==> src/rtl/serial_sub10.sv <==
// Bit-serial subtractor: diff = sum_in - a_in, one full-adder slice reused LSB first.
// Define SERIAL_SUB_SAT_EN to clamp diff to 0 on borrow and to all ones on overflow.
module serial_sub10 #(
    parameter int unsigned WIDTH = 10
) (
    input  logic             clk,
    input  logic             rst_n,
    input  logic             in_valid,
    output logic             in_ready,
    input  logic [WIDTH:0]   sum_in,
    input  logic [WIDTH-1:0] a_in,
    output logic             out_valid,
    input  logic             out_ready,
    output logic [WIDTH-1:0] diff,
    output logic             borrow,
    output logic             overflow
);

    localparam int unsigned SW = WIDTH + 1;
    localparam int unsigned CW = $clog2(SW + 1);

    typedef enum logic [1:0] {IDLE, RUN, DONE} state_t;

    state_t          state;
    logic [SW-1:0]   sum_sr;
    logic [SW-1:0]   a_sr;
    logic [SW-1:0]   res;
    logic [CW-1:0]   cnt;
    logic            carry;

    logic            a_inv_c;
    logic            d_bit_c;
    logic            carry_nxt_c;
    logic [SW-1:0]   res_nxt_c;
    logic [WIDTH-1:0] diff_fin_c;

    // Full-adder slice on the current LSBs; a is inverted for two's-complement subtraction
    always_comb begin
        a_inv_c     = ~a_sr[0];
        d_bit_c     = sum_sr[0] ^ a_inv_c ^ carry;
        carry_nxt_c = (sum_sr[0] & a_inv_c) | (sum_sr[0] & carry) | (a_inv_c & carry);
        res_nxt_c   = {d_bit_c, res[SW-1:1]};
    end

    // Final diff as seen on the last RUN cycle, before it is registered
    always_comb begin
        diff_fin_c = res_nxt_c[WIDTH-1:0];
`ifdef SERIAL_SUB_SAT_EN
        if (!carry_nxt_c) begin
            diff_fin_c = '0;
        end else if (res_nxt_c[WIDTH]) begin
            diff_fin_c = '1;
        end
`endif
    end

    always_ff @(posedge clk) begin
        if (!rst_n) begin
            state     <= IDLE;
            in_ready  <= 1'b1;
            out_valid <= 1'b0;
            diff      <= '0;
            borrow    <= 1'b0;
            overflow  <= 1'b0;
            sum_sr    <= '0;
            a_sr      <= '0;
            res       <= '0;
            cnt       <= '0;
            carry     <= 1'b0;
        end else begin
            case (state)
                IDLE: begin
                    if (in_valid && in_ready) begin
                        sum_sr   <= sum_in;
                        a_sr     <= {1'b0, a_in};
                        res      <= '0;
                        carry    <= 1'b1;
                        cnt      <= '0;
                        in_ready <= 1'b0;
                        state    <= RUN;
                    end
                end
                RUN: begin
                    sum_sr <= sum_sr >> 1;
                    a_sr   <= a_sr >> 1;
                    carry  <= carry_nxt_c;
                    res    <= res_nxt_c;
                    cnt    <= cnt + CW'(1);
                    if (cnt == CW'(WIDTH)) begin
                        diff      <= diff_fin_c;
                        borrow    <= ~carry_nxt_c;
                        overflow  <= carry_nxt_c & res_nxt_c[WIDTH];
                        out_valid <= 1'b1;
                        state     <= DONE;
                    end
                end
                DONE: begin
                    if (out_ready) begin
                        out_valid <= 1'b0;
                        in_ready  <= 1'b1;
                        state     <= IDLE;
                    end
                end
                default: begin
                    state     <= IDLE;
                    in_ready  <= 1'b1;
                    out_valid <= 1'b0;
                end
            endcase
        end
    end

endmodule
==> config.mk <==
export PLATFORM = sky130hd
export DESIGN_NAME = serial_sub10
export DESIGN_NICKNAME = d
export VERILOG_FILES = /design/src/rtl/serial_sub10.sv
export SDC_FILE = /design/constraint.sdc
export NUM_CORES = 1
export LEC_CHECK = 0
export CAP_MARGIN = 5
export CORE_MARGIN = 2
export CORE_UTILIZATION = 55
export CTS_CLUSTER_DIAMETER = 50
export DETAILED_ROUTE_END_ITERATION = 12
export DONT_BUFFER_PORTS = 1
export PLACE_DENSITY = 0.73
export SETUP_SLACK_MARGIN = 0.4
export SYNTH_ARGS = -nofsm -noshare
export SYNTH_HDL_FRONTEND = slang
export SYNTH_SLANG_ARGS = --single-unit
==> constraint.sdc <==
create_clock -name clk -period 1.27 [get_ports clk]
set_clock_uncertainty 0.05 [all_clocks]
set_input_delay 0.3175 -clock clk [delete_from_list [all_inputs] [get_ports clk]]
set_output_delay 0.3175 -clock clk [all_outputs]
set_load 0.1 [all_outputs]
== Yosys cells after proc, flatten, opt, wreduce, memory -nomap -nowiden ==
Cells that the tools add are included.
Operators by class
  add/subtract/negate cells: 1
  eq/ne operators: 6
  muxes and demuxes: 20
  bitwise logic cells: 12
  reduce and logical (&&, ||, !) cells: 8
Operator list (number)
  case mux 11 bit (2 select lines): 3
  two-way mux 11 bit: 3
  AND reduction 3 bit: 3
  case mux 4 bit (2 select lines): 1
  two-way mux 2 bit: 3
  != test 2 bit, second input constant: 3
  case mux 1 bit (3 select lines): 2
  case mux 2 bit (3 select lines): 1
  two-way mux 1 bit: 5
  adder 4 x 1 -> 4 bit, second input constant: 1
  AND 1 bit: 4
  == test 4 bit, second input constant: 1
  two-way mux 4 bit: 1
  inverter 1 bit: 4
  AND reduction 2 bit: 2
  == test 2 x 1 -> 1 bit, second input constant: 1
  == test 2 bit, second input constant: 1
  logical NOT 2 bit: 1
  bitwise OR 1 bit: 2
  case mux 1 bit (2 select lines): 1
  nonzero test 2 bit: 1
  XOR 1 bit: 2
  logical AND 1 bit: 1
Word-level totals
  register bits after elaboration: 54
  input bits: 25
  output and inout bits: 14

== Depth between registers and ports, before layout ==
  word-level depth: 5
  mapped depth: 6

== Worst setup path before layout ==
Ideal clock, no wire load.
  path type: register to register
  start point: register in_ready
  end point: register sum_sr[3]
  arrival time: 1831 ps
  data required time: 1098 ps
  slack: -733 ps
  stages on the path, launching flop included: 5
  path buffers: 1
  clock period less this slack: 2003 ps
  cell sequence: dfxtp_1 -> a21oi_2 -> o21a_1 -> buf_6 -> a221o_1
On the way
  cells in the longest elaborated chain, start to end: 3
Ends and longest elaborated chain
  from (decl): RTL line 9  | output logic in_ready,
  from (signal assigned): RTL line 60  | in_ready <= 1'b1;
  from (signal assigned): RTL line 79  | in_ready <= 1'b0;
  from (signal assigned): RTL line 100  | in_ready <= 1'b1;
  logical AND 1 bit: RTL line 73  | if (in_valid && in_ready) begin
  != test 2 bit (no line)
  AND reduction 2 bit (no line)
  to (signal assigned): RTL line 74  | sum_sr <= sum_in;
  to (signal assigned): RTL line 84  | sum_sr <= sum_sr >> 1;
  to (decl): RTL line 25  | logic [SW-1:0] sum_sr;
Every way passes these cells.
A chain may end at the register's enable or synchronous reset.

== Final worst setup path ==
  start point: register cnt[0]
  end point: register diff[1]
On the way
  cells in the longest elaborated chain, start to end: 2
Ends and longest elaborated chain
  from (decl): RTL line 28  | logic [CW-1:0] cnt;
  from (signal assigned): RTL line 88  | cnt <= cnt + CW'(1);
  == test 4 bit: RTL line 89  | if (cnt == CW'(WIDTH)) begin
  AND reduction 2 bit (no line)
  to (signal assigned): RTL line 90  | diff <= diff_fin_c;
  to (decl): RTL line 14  | output logic [WIDTH-1:0] diff,
Every way passes these cells.

==> impl_metrics.toml <==
[sta]
relSlewSlack = 0.793
worst_slew_pin_slew_ns = 0.310
timing.fmax_ghz = 0.677
finalHoldViolCount = 0
finalSetupViolations = 30
rsz0062_at_grt = "true"
slew_violations = 0
finalCritPeriodShare = 1.16
layout_min_cycle_time_ns = 1.48
setup_slack_ns = -0.206
hold_slack_ns = 0.0702

[hold_path]
hp-class = "in2reg"
min-delay-start = "rst_n"

[yosys]
synthAdderAreaFrac = 0.0222
synthCells = 195
yosys_register_bits = 52
synthSimpleGateAreaFrac = 0.143
synth_edf_count = 0
syn-num-nets = 223
synth-async-reset-ratio = 0
netlist-cell-type-count = 37
netlist_area_sq_um = 2030
yosysSeqAreaShare = 0.512
ys.warnings.count = 0
synthXorXnorAreaFrac = 0
synth_flop_cell = "dfxtp_1"
synthMuxAreaShare = 0.0696
synth-compound-area-share = 0.191
synth_area_per_cell_sq_um = 10.4
synth_top_family_by_area = "compound AO/OA/AOI/OAI gates"

[cells_and_area]
mostFrequentLayoutCell = "dfxtp_1"
antenna_cells = 0
fill_cells = 201
flow.area_growth_from_synthesis_pct = 44.5
layout_common_cells = "dfxtp_1 (32), nand2_1 (23), dfxtp_4 (17)"
drive_gt1_frac = 0.516
nets = 252

[floorplan]
fp.coreArea_sq_um = 3610
num_io_pins = 39
placementRows = 22
fp.dieW_um = 64.8
die_y_um = 64.8
design.die.area_sq_um = 4200
start_util = 0.563

[worst_setup_path]
crit_family = "simple AND/OR/NAND/NOR gates"
critPathKind = "reg2reg"
worstSetupStartpoint = "cnt[0]"
arrival_ns = 1.64
critical_path.cell_chain = "inv_2 -> ha_4 -> nand4b_1 -> nor2_4 -> buf_12 -> mux2i_1"
r2r_slack_ns = -0.21
cp_slowest_cell = "dfxtp_2"
required_ns = 1.44
crit_buf_inv = 2
start_kind = "flop"
crit_path_max_incr_delay_ns = 0.33
cp-end-kind = "flop"
r2r_start = "cnt[0]"
path_max_fanout = 7

[grt]
grt_usage = 0.233
grt_max_degree = 54
grt_pass1_wl_mm = 7.56
antenna_found_initial = 0
grt_pass1_vias = 1589
grt_overflow = 0

[clock_tree]
cts_root_buf = "clkbuf_8"
cts_buffers = 5
clock-sinks = 52
clock_latency_ns = 0.31
cts_max_level = 2
clk_pin_slew_worst_paths_ns = 0.09
cts_tree = "built"
clockBufferDepth = 2

[place]
place_congestion = 0.730
place_ws_ns = -0.0794
post-dp-hpwl_mm = 2.84
port_buffers = 0

[run]
drv_cap = 0

[routing]
drt_iter0_drc = 173
vias_per_cell = 6.20
drc = 0
drtPass1Iterations = 5
vias = 1692
wl_mm = 5.91
drtAntennaViolNets = 0
post_drt_wl_per_cell_um = 21.6

[power_and_ir_drop]
combinationalPowerShare = 0.170
p_per_area_nw_per_um2 = 1170
finalPower_w = 0.00343
pwr-share-clk = 0.325
p_int_w = 0.00257
switchingPower_w = 0.000861
p_leak_nw = 1.07
switching_share = 0.251
peakVddDrop_mv = 0.798
seq_power_share = 0.506

[status]
violations = "setup timing"
status = "complete, but fails checks"
==> metal layers <==
layer	global-route usage	routed length, um
met5	0	0
met4	0.0824	174
met3	0.0712	292
met2	0.387	3050
met1	0.286	2390
==> cell usage after synthesis, types with 2 or more instances <==
library cell	n	area [sq um]
nand2_1	23	86.3
o221ai_1	5	43.8
ha_1	2	25.0
o221a_2	4	45.0
a32o_1	2	20.0
nor2_2	2	12.5
inv_1	9	33.8
o22ai_1	9	56.3
o21a_1	2	15.0
o21ai_0	2	10.0
buf_2	8	40.0
nand3_1	3	15.0
mux2i_1	13	130
a21oi_1	9	45.0
and3_1	12	75.1
nand2b_1	4	25.0
dfxtp_1	52	1040
buf_4	2	15.0
buf_6	3	33.8
a221o_1	11	110
nor2_1	2	7.51
==> area by class of cell <==
type                    instances  area, sq um  area share
repair buffers                 34          409       0.139
flip-flops and latches         52         1110       0.378
well taps                      48         60.1      0.0205
clock buffers                   6         72.6      0.0247
inverters                       9         33.8      0.0115
clock inverters                 2         35.0      0.0119
multi-input cells             122         1220       0.415
==> cells by family after synthesis <==
logic type | Yosys count
compound gates | 49
fa+ha+maj | 3
buf+inv | 23
flops | 52
mux | 14
simple gates | 54
==> power groups by stage <==
stage                     clock network (W)  logic (W)  registers (W)
after floorplan                           0   0.000256        0.00177
after global routing                0.00119   0.000614        0.00174
after detailed placement                  0   0.000351        0.00176
after CTS                           0.00111   0.000423        0.00172
final                               0.00111   0.000582        0.00174
after global placement                    0   0.000338        0.00176
==> stage by stage <==
stage               utilization  cell area [sq um]  instances  TNS [ns]
global route              0.814               2940        273     -3.43
detailed placement        0.639               2310        251    -0.974
CTS                       0.726               2620        262    -0.789
floorplan                     -               2170        195     -3.91
global placement          0.639               2310        251    -0.349
finish                    0.814               2940        273     -2.33
==> final timing paths <==
path	to	cells past startpoint
max	diff[1]	6
max reg2reg	diff[1]	6
min	in_ready	1
min reg2reg	a_sr[7]	2
==> flip-flops by register name, summed over array words and instances, names as in the netlist <==
name and flops:
carry 1, out_valid 1, a_sr 10, sum_sr 11, in_ready 1, diff 10, overflow 1, state 2
cnt 4, res 10, borrow 1
==> what timing repair did <==
item,4_1_cts,5_1_grt
pin swaps,8,31
endpoints found under the hold margin,0,0
gates resized for setup,46,35
setup buffers,2,5
gates cloned,1,6
hold buffers,0,0
setup endpoints to repair,66,66
Power figures use the tool's default switching activity.
